===== config.mk =====
export PLATFORM = sky130hd
export DESIGN_NAME = regfile_dump_flat
export DESIGN_NICKNAME = d
export VERILOG_FILES = /design/src/rtl/regfile_dump_pkg.sv /design/src/rtl/regfile_dump_if.sv /design/src/rtl/regfile_dump.sv /design/src/flat_wrapper.sv
export SDC_FILE = /design/constraint.sdc
export NUM_CORES = 1
export LEC_CHECK = 0
export CAP_MARGIN = 20
export CELL_PAD_IN_SITES_DETAIL_PLACEMENT = 1
export CELL_PAD_IN_SITES_GLOBAL_PLACEMENT = 2
export CORE_UTILIZATION = 32
export CTS_CLUSTER_DIAMETER = 150
export CTS_CLUSTER_SIZE = 30
export DETAILED_ROUTE_END_ITERATION = 16
export DONT_BUFFER_PORTS = 1
export PLACE_DENSITY_LB_ADDON = 0.1
export SLEW_MARGIN = 20
export SYNTH_ARGS = -nofsm -noshare
export SYNTH_HDL_FRONTEND = slang
export SYNTH_SLANG_ARGS = --single-unit

===== constraint.sdc =====
create_clock -name clk -period 1.37 [get_ports clk]
set_input_delay 0.274 -clock clk [delete_from_list [all_inputs] [get_ports clk]]
set_output_delay 0.274 -clock clk [all_outputs]
set_load 0.03 [all_outputs]

===== src/rtl/regfile_dump_pkg.sv =====
// rtl/regfile_dump_pkg.sv - shared constants and FSM encoding for the register-file dump engine
package regfile_dump_pkg;

    // Register-file address width, shared with the register file itself
    localparam int REG_ADDR_W = 5;

    // Architectural register width
    localparam int DATA_W = 32;

    // Default number of architectural registers walked by a dump
    localparam int NUM_REGS_DEFAULT = 32;

    // Dump sequencer states: READ presents the address, SEND offers the captured word
    typedef enum logic [1:0] {
        ST_IDLE = 2'd0,
        ST_READ = 2'd1,
        ST_SEND = 2'd2,
        ST_FIN  = 2'd3
    } dump_state_t;

    // First register emitted: x0 is hard-wired zero on most cores, so it may be skipped
    function automatic logic [REG_ADDR_W-1:0] first_index(input int skip_x0);
        return (skip_x0 != 0) ? REG_ADDR_W'(1) : '0;
    endfunction

endpackage


===== src/rtl/regfile_dump_if.sv =====
// rtl/regfile_dump_if.sv - output word stream of the register-file dump engine
interface regfile_dump_if;
    import regfile_dump_pkg::*;

    logic                  out_valid;
    logic                  out_ready;
    logic [DATA_W-1:0]     out_data;
    logic [REG_ADDR_W-1:0] out_index;
    logic                  out_last;

    // Producer side: the dump engine
    modport master (
        output out_valid,
        output out_data,
        output out_index,
        output out_last,
        input  out_ready
    );

    // Consumer side: whoever drains the dump
    modport slave (
        input  out_valid,
        input  out_data,
        input  out_index,
        input  out_last,
        output out_ready
    );

endinterface


===== src/rtl/regfile_dump.sv =====
// rtl/regfile_dump.sv - walks the register file through its first read port and streams each register out
module regfile_dump
    import regfile_dump_pkg::*;
#(
    parameter int NUM_REGS = NUM_REGS_DEFAULT,
    parameter int SKIP_X0  = 0
) (
    input  logic                  clk,
    input  logic                  reset,
    input  logic                  start,
    input  logic                  abort,
    output logic [REG_ADDR_W-1:0] rf_addr,
    input  logic [DATA_W-1:0]     rf_data,
    regfile_dump_if.master        out_if,
    output logic                  busy,
    output logic                  done
);

    // Index range walked; the terminal compare against LAST_IDX means the
    // index never has to wrap, so plain 5-bit arithmetic is enough.
    localparam logic [REG_ADDR_W-1:0] FIRST_IDX = first_index(SKIP_X0);
    localparam logic [REG_ADDR_W-1:0] LAST_IDX  = REG_ADDR_W'(NUM_REGS - 1);

    dump_state_t           state_q, state_d;
    logic [REG_ADDR_W-1:0] idx_q, idx_d;
    logic [DATA_W-1:0]     data_q, data_d;
    logic [REG_ADDR_W-1:0] oidx_q, oidx_d;
    logic                  last_q, last_d;

    // State, walk index and captured output word; reset clears all of them
    always_ff @(posedge clk) begin
        if (reset) begin
            state_q <= ST_IDLE;
            idx_q   <= '0;
            data_q  <= '0;
            oidx_q  <= '0;
            last_q  <= 1'b0;
        end else begin
            state_q <= state_d;
            idx_q   <= idx_d;
            data_q  <= data_d;
            oidx_q  <= oidx_d;
            last_q  <= last_d;
        end
    end

    // Next-state logic: abort wins over everything outside IDLE, including a handshake
    always_comb begin
        state_d = state_q;
        idx_d   = idx_q;
        data_d  = data_q;
        oidx_d  = oidx_q;
        last_d  = last_q;

        if (abort && (state_q != ST_IDLE)) begin
            state_d = ST_IDLE;
            idx_d   = '0;
        end else begin
            case (state_q)
                ST_IDLE: begin
                    // start and abort together leave the engine idle
                    if (start && !abort) begin
                        state_d = ST_READ;
                        idx_d   = FIRST_IDX;
                    end
                end
                ST_READ: begin
                    // rf_data is combinational from rf_addr, so the word is
                    // captured in the same cycle the address is presented
                    data_d  = rf_data;
                    oidx_d  = idx_q;
                    last_d  = (idx_q == LAST_IDX);
                    state_d = ST_SEND;
                end
                ST_SEND: begin
                    if (out_if.out_ready) begin
                        if (last_q) begin
                            state_d = ST_FIN;
                        end else begin
                            idx_d   = idx_q + REG_ADDR_W'(1);
                            state_d = ST_READ;
                        end
                    end
                end
                ST_FIN: begin
                    state_d = ST_IDLE;
                    idx_d   = '0;
                end
                default: begin
                    state_d = ST_IDLE;
                    idx_d   = '0;
                end
            endcase
        end
    end

    // Outputs are pure state decodes plus the captured word registers
    always_comb begin
        rf_addr          = idx_q;
        busy             = (state_q != ST_IDLE);
        done             = (state_q == ST_FIN);
        out_if.out_valid = (state_q == ST_SEND);
        out_if.out_data  = data_q;
        out_if.out_index = oidx_q;
        out_if.out_last  = last_q;
    end

endmodule


===== src/flat_wrapper.sv =====
// flat-port wrapper written by rule: the top's interface ports become plain ports
module regfile_dump_flat import regfile_dump_pkg::*;
#(
    parameter int NUM_REGS = NUM_REGS_DEFAULT,
    parameter int SKIP_X0  = 0
)
  (clk, reset, start, abort, rf_addr, rf_data, busy, done, out_if_out_valid, out_if_out_data, out_if_out_index, out_if_out_last, out_if_out_ready);
  regfile_dump_if out_if_i ();
  input  logic clk;
  input  logic reset;
  input  logic start;
  input  logic abort;
  output logic [REG_ADDR_W-1:0] rf_addr;
  input  logic [DATA_W-1:0] rf_data;
  output logic busy;
  output logic done;
  output wire logic [$bits(out_if_i.out_valid)-1:0] out_if_out_valid;
  output wire logic [$bits(out_if_i.out_data)-1:0] out_if_out_data;
  output wire logic [$bits(out_if_i.out_index)-1:0] out_if_out_index;
  output wire logic [$bits(out_if_i.out_last)-1:0] out_if_out_last;
  input wire logic [$bits(out_if_i.out_ready)-1:0] out_if_out_ready;
  assign out_if_out_valid = out_if_i.out_valid;
  assign out_if_out_data = out_if_i.out_data;
  assign out_if_out_index = out_if_i.out_index;
  assign out_if_out_last = out_if_i.out_last;
  assign out_if_i.out_ready = out_if_out_ready;
  regfile_dump #(.NUM_REGS(NUM_REGS), .SKIP_X0(SKIP_X0)) u_core (.clk(clk), .reset(reset), .start(start), .abort(abort), .rf_addr(rf_addr), .rf_data(rf_data), .out_if(out_if_i), .busy(busy), .done(done));
endmodule

==> metrics <==
status finished clean; starting density of the core between 30% and 40%; final worst path period share roughly 97%; Mapped Area 0.00173 mm2; gr usage total 15.7%; vias per cell between 5 and 6; layout cells sized above 1 ~16%; Setup WS pre-CTS around 0.030 ns; Fmax 0.751 GHz; Worst EP arrival about 1.1 ns; fraction of registers with async set/reset 0%; number of synthesized flops with an enable pin 0; H-Tree Depth 2; top cell type's share of synthesized area between 50% and 60%; Hold Crit Class input pin to register; reg-to-reg endpoint u_core.rf_addr[4]; chip width roughly 76 um; full die area approximately 0.0057 mm2; Post-DRT Antenna Nets 0; Final min period around 1.3 ns; Critical Path Start Type register; GRT overflow 0; Tightest Pin Transition 0.364 ns; CP Data Required Time 1.10 ns; VDD IR max approximately 0.44 mV; Syn Area/Cell roughly 8 um2; Slew headroom approximately 76%; clock sinks between 40 and 50; Initial DRC Count 28; worst setup path startpoint u_core.state_q[0]; FF-to-FF path depth 5; vias in the first global route 1491; residual DRC count 0; CP Cell Sequence or2_4 -> buf_6; clock-pin slew on the worst setup and hold paths approximately 0.08 ns; Yosys top cell by area dfxtp_1; Via Count roughly 1500; Port Buf Inserts 0; hpwl dp 3330 um; Critical Path Max Stage Delay around 0.38 ns; Root Driver clkbuf_8; dominant synthesized flop cell dfxtp_1; Crit Path Category register to output port; final hold violation count 0; Final setup viols 0; overall routed net length 4530 um; Final #Nets 262; Crit Path Max Fanout 9; Core Region 0.00517 mm2; cell with the largest stage delay on the worst path dfxtp_4; worst reg2reg path startpoint u_core.rf_addr[0]; Seq/Total Area, Yosys 52.1%; Pins Over Slew Limit 0; WL/cell between 15 and 20 um; cell family with most CP delay flip-flops; TritonCTS clock tree built; Clock Tree Buf Depth 2; I/O pin count 83; CP Depth 2; P_leak approximately 0.70 nW; worst setup slack after layout roughly 0.038 ns; largest net degree at the start of global routing between 40 and 50; post-synthesis instance total between 200 and 250; Die Ht around 76 um; total negative setup slack 0 ns; CTS buffer count 5; initial antenna violation count 0; GPL Wtd Cong 0.745; Synth Net Count between 200 and 300; synth warn 0; main area contributors after synthesis dfxtp_1 (52%), nand2_1 (16%), a21oi_1 (13%); Synth Register Bits 45; clk_lat worst skew slightly below 0.3 ns; Max-Cap Viols 0; row cnt 26; skew final approximately 0.0034 ns; WP buf/inv 1; CP Capture Type output port; PwrDens 1260 mW/mm2; Antenna Cells 0; synth unique cells 32; first-pass GRT wire length 6720 um; first drt pass iteration count 6; R2R Setup Slk 0.10 ns; synthesis-to-layout area growth 16.9%; worst setup path end busy
## cell usage after synthesis (2+ instances only)
master and number:
ha_1 2, nor2_1 4, o21ai_0 3, nand2_1 76
nand4b_1 2, a21oi_1 44, clkbuf_1 4, buf_4 3
dfxtp_1 45, buf_6 4, buf_2 3, nand3_1 2
## routing by layer
metal	global-route usage, %	wire [um]
met4	5.97	17
met2	28.4	2340
met3	5.16	386
met5	0	0
met1	17.0	1780
## power breakdown
| group | total [mW] | internal (mW) | switching, mW |
|---|---|---|---|
| registers | 1.39 | 1.33 | 0.0598 |
| clock network | 1.02 | 0.595 | 0.428 |
| logic | 0.131 | 0.0579 | 0.0729 |
| total | 2.54 | 1.98 | 0.561 |
## sequential cells by signal, summed over array words and instances (netlist names)
register                 cells
u_core.rf_addr               5
u_core.out_if.out_index      5
u_core.state_q               2
u_core.out_if.out_last       1
u_core.out_if.out_data      32
## cell usage in the layout, fill, tap and decap left out, drive strengths merged, types with 3 or more instances in the layout
master	n
nand2	76
dfxtp	45
clkbuf	7
a21oi	44
buf	18
nor2	5
o21ai	3
## cells by family after synthesis
kind of cell             count (synthesis)  share of synthesized area, %
buffers and inverters                   15                          5.86
adder cells (fa/ha/maj)                  2                          1.45
multiplexers                             1                         0.578
AND/OR/NAND/NOR                         97                          24.3
AO/OA/AOI/OAI                           52                          15.8
flip-flops                              45                          52.1
## worst min-delay path by stage
stage	slack, ns	endpoint	cells after the start	from
final	0.04	u_core.out_if.out_data[22]	1	reset
after global routing	0.02	u_core.out_if.out_data[0]	1	reset
after CTS	0.03	u_core.out_if.out_data[22]	1	reset
after detailed placement	0.35	u_core.out_if.out_data[16]	1	reset
after global placement	0.35	u_core.out_if.out_data[22]	1	reset
after floorplan	0.35	u_core.state_q[0]	1	abort
## repair_timing
item                                    in CTS  in global routing
gates resized for setup                      8                  2
setup buffers                                1                  3
hold buffers                                 0                  0
endpoints found under the setup margin       3                  2
## worst register-to-register path, stage by stage (launching register included)
cell	delay [ns]
dfxtp_2	0.33
ha_1	0.22
and3_1	0.19
ha_1	0.27
nand4b_1	0.08
a21oi_1	0.12
## final cells by class
type,instances,area [um2]
Tap cell,70,87.6
Fill cell,616,3150
Timing Repair Buffer,18,168
Clock inverter,1,30.0
Sequential cell,45,908
Clock buffer,7,86.3
Inverter,1,6.26
Multi-Input combinational cell,152,737
## metrics by stage
step	util [%]	total power, mW	instance area (um2)	std cells	hold WS, ns
final	39.1	2.54	2020	294	0.0414
after floorplan	-	1.52	1730	212	0.353
after CTS	38.6	2.58	1990	291	0.0301
after global routing	39.1	2.67	2020	294	0.0191
after detailed placement	35.8	1.54	1850	282	0.349
after global placement	35.8	1.53	1850	282	0.347
No activity file was read; power rests on OpenSTA's default activity.
==> variant 1, RTL diff (same flow settings) <==
Take the reset off `data_q` and load it in a clocked block of its own.
--- a/src/rtl/regfile_dump.sv
+++ b/src/rtl/regfile_dump.sv
@@ -34,3 +34,2 @@
             idx_q   <= '0;
-            data_q  <= '0;
             oidx_q  <= '0;
@@ -40,3 +39,2 @@
             idx_q   <= idx_d;
-            data_q  <= data_d;
             oidx_q  <= oidx_d;
@@ -44,2 +42,6 @@
         end
+    end
+
+    always_ff @(posedge clk) begin
+        data_q <= data_d;
     end
Check against the original RTL: differs if reset is asserted again (counterexample within 4 cycles, from zero or initial values and one cycle with reset high); with reset held inactive, the same outputs for 10 cycles.
==> variant 1 against the original RTL <==
- synthesized cell count is 55% lower
- non-clock buffer count is 1 lower
- clock power is 12% lower
- wire length is 33% lower
- setup slack better by 0.0033 ns
- count of clock-buffer cells in the layout stayed put
- clock skew is 0.0033 ns higher
- synthesized area is 9.0% lower
- sequential cell count stayed put
- total power is 1.2% lower
- critical path depth stayed put
- combinational power is 30% lower
- cell area is 5.2% lower
- largest power group unchanged
==> variant 1: results (changes against the original RTL) <==
area_growth_syn_to_layout_pct: 21.86  # was 16.92%
synth_area_leaders: "edfxtp_1 61%, dfxtp_1 17%, mux2i_1 4.5%"  # was dfxtp_1 52%, nand2_1 16%, a21oi_1 13%
grt_max_degree: 28  # was 41
use_met3_pct: 6.389  # was 5.159%
fill_cells: 488  # was 616
wirelength_met1_mm: 1.207  # was 1.783 mm
stdcell_count: 183  # was 294
synth_edf_count: 32  # was 0
post-cts-setup-buffer-count: 0  # was 1
wl_met3_um: 322  # was 386 µm
hpwl_mm: 2.260  # was 3.328 mm
grt_util_met1_pct: 13.19  # was 17.05%
synth.avg_cell_area_um2: 16.57  # was 8.162 µm²
max-clock-path-buffers: 2  # unchanged
synthTopCellsByCount: "32 x edfxtp_1, 13 x dfxtp_1, 7 x mux2i_1, 7 x nor2_1, 4 x a21oi_1"  # was 76 x nand2_1, 45 x dfxtp_1, 44 x a21oi_1
cts-htree-levels: 2  # unchanged
ir_drop_mv: 0.3861  # was 0.4428 mV
wl_mm: 3.055  # was 4.531 mm
antenna_found_initial: 0  # unchanged
ys_warn_count: 0  # unchanged
multi_input_cells: 46  # was 152
grt_pass1_wl_mm: 4.374  # was 6.720 mm
dpl_cell_area_um2: 1759  # was 1853 µm²
initialDrtViolationCount: 54  # was 28
layout.nonclk_buf_share_pct: 7.893  # was 8.287%
place.gp.congestion: 0.7498  # was 0.7447
tap_cells: 67  # was 70
finalNetCount: 154  # was 262
met2_length_mm: 1.491  # was 2.344 mm
ys_types: 28  # was 32
clock_skew_ns: 0.006690  # was 0.003377 ns
seq_share_pct: 64.19  # was 44.90%
place_ws_ns: 0.04395  # was 0.02972 ns
syn-num-nets: 134  # was 251
dpl.cell_count: 172  # was 282
drt_first_pass_iters: 4  # was 6
nonClockInverterCount: 0  # was 1
vias: 853  # was 1475
multi_input_area_um2: 345.3  # was 737.0 µm²
critPathMaxFanout: 8  # was 9
p_leak_uw: 0.0006590  # was 0.0007024 µW
status: "finished clean"  # unchanged
use_met2_pct: 17.86  # was 28.37%
clkCellAreaFrac_pct: 5.545  # was 5.751%
cts-resized-gates: 5  # was 8
yosysSeqAreaShare_pct: 77.58  # was 52.06%
final_layout_size_suffix_gt1_share_pct: 29.31  # was 15.63%
relSlewSlack_pct: 77.05  # was 75.68%
n_all_buffers: 17  # was 18
grt_pass1_vias: 802  # was 1491
grtUsageTotal_pct: 11.50  # was 15.71%
variant 1: worst max-delay path, cell delays in order (launching register included):
cell and delay, ns:
dfxtp_4 0.39, or2_4 0.24, buf_6 0.14
variant 1: kinds of logic after synthesis:
group,count (synthesis),synth area share [%]
AND/OR/NAND/NOR,23,8.665
adder cells (fa/ha/maj),2,1.590
multiplexers,7,4.452
buffers and inverters,4,1.669
AO/OA/AOI/OAI,14,6.041
flip-flops,45,77.58
variant 1: final timing paths:
check | from | endpoint | slack [ns] | depth (start not counted)
max | u_core.state_q[0] | busy | 0.04 | 2
min | abort | u_core.state_q[0] | 0.04 | 1
max reg2reg | u_core.state_q[0] | u_core.rf_addr[1] | 0.09 | 4
min reg2reg | u_core.state_q[0] | u_core.state_q[0] | 0.51 | 1
variant 1: report_power, final:
part	total (µW)	switching, µW	internal, µW
registers	1520	45.4	1480
clock network	898	424	474
logic	92.2	48.9	43.3
total	2510	518	2000
==> variant 2, RTL diff (same settings) <==
Made on the original files. Change the package constant `REG_ADDR_W` from 5 to 4.
--- a/src/rtl/regfile_dump_pkg.sv
+++ b/src/rtl/regfile_dump_pkg.sv
@@ -4,3 +4,3 @@
     // Register-file address width, shared with the register file itself
-    localparam int REG_ADDR_W = 5;
+    localparam int REG_ADDR_W = 4;
 
Ports: changed (resized out_if_out_index and rf_addr); port bits go from 83 to 81. The function was not compared with the original's and may differ.
==> variant 2 against the original RTL <==
- synthesized area is 2.4% lower
- wire length decreased by 12%
- setup slack got worse by 0.0081 ns
- combinational power fell by 21%
- sequential cell count is 2 lower
- total power is 4.6% lower
- non-clock buffer count down 5
- first-iteration DRC count shrank 3.6%
- cell area shrank 6.0%
==> variant 2: results (changes against the original RTL) <==
seq_cell_power_uw: 1330  # was 1390 µW
place.gp.congestion: 0.6780  # was 0.7447
yosysSeqAreaShare_pct: 50.96  # was 52.06%
p_clk_share_pct: 41.1  # was 40.2%
synthMuxAreaShare_pct: 1.185  # was 0.5785%
cts-resized-gates: 7  # was 8
r2r_setup_slack_ns: 0.05  # was 0.10 ns
multi_input_cells: 141  # was 152
synth_compound_area_share_pct: 15.85  # was 15.76%
grtUsageTotal_pct: 14.80  # was 15.71%
p_leak_uw: 0.0006365  # was 0.0007024 µW
fmax_mhz: 746.4  # was 750.9 MHz
n_all_buffers: 13  # was 18
status: "finished clean"  # unchanged
wl_met3_um: 376  # was 386 µm
critPathMaxFanout: 8  # was 9
dpl.cell_count: 267  # was 282
initialDrtViolationCount: 27  # was 28
syn_inst: 198  # was 212
r2r-end: "u_core.out_if.out_data[28]"  # was u_core.rf_addr[4]
ir_drop_mv: 0.4470  # was 0.4428 mV
stdcell_area_um2: 1902  # was 2023 µm²
drt_first_pass_iters: 2  # was 6
worst_slew_pin_slew_ns: 0.3823  # was 0.3643 ns
switching_share_pct: 21.55  # was 22.06%
power.net_switching_uw: 523.1  # was 561.1 µW
wirelength_met1_mm: 1.568  # was 1.783 mm
ys_types: 30  # was 32
rr_startpoint: "u_core.state_q[1]"  # was u_core.rf_addr[0]
synthAdderAreaFrac_pct: 0.7407  # was 1.446%
nClkBuffers: 6  # was 7
multi_input_area_um2: 723.2  # was 737.0 µm²
wl_mm: 3.997  # was 4.531 mm
==> variant 2: cell count changes after synthesis, sizes merged, moves of 2 or more <==
| cell | before | now |
|---|---|---|
| a21oi | 44 | 39 |
| nor2 | 5 | 2 |
| a22oi | 0 | 2 |
| buf | 10 | 8 |
| dfxtp | 45 | 43 |
| nand2 | 76 | 74 |
| nand3b | 0 | 2 |
| o21ai | 3 | 1 |
==> variant 2: logic make-up (layout without fill, tap and decap cells) <==
family,Yosys count,in the layout
adders and majority gates,1,1
AOI/OAI and AO/OA,46,46
muxes,2,2
and+or+nand+nor,92,92
DFF,43,43
buffers and inverters,14,22
==> variant 2: worst max-delay path by stage <==
| stage | to | depth (start not counted) |
|---|---|---|
| finish | busy | 2 |
| global route | u_core.out_if.out_data[21] | 5 |
| CTS | busy | 2 |
| detailed placement | u_core.rf_addr[3] | 3 |
| global placement | u_core.rf_addr[3] | 3 |
| floorplan | u_core.out_if.out_index[1] | 6 |
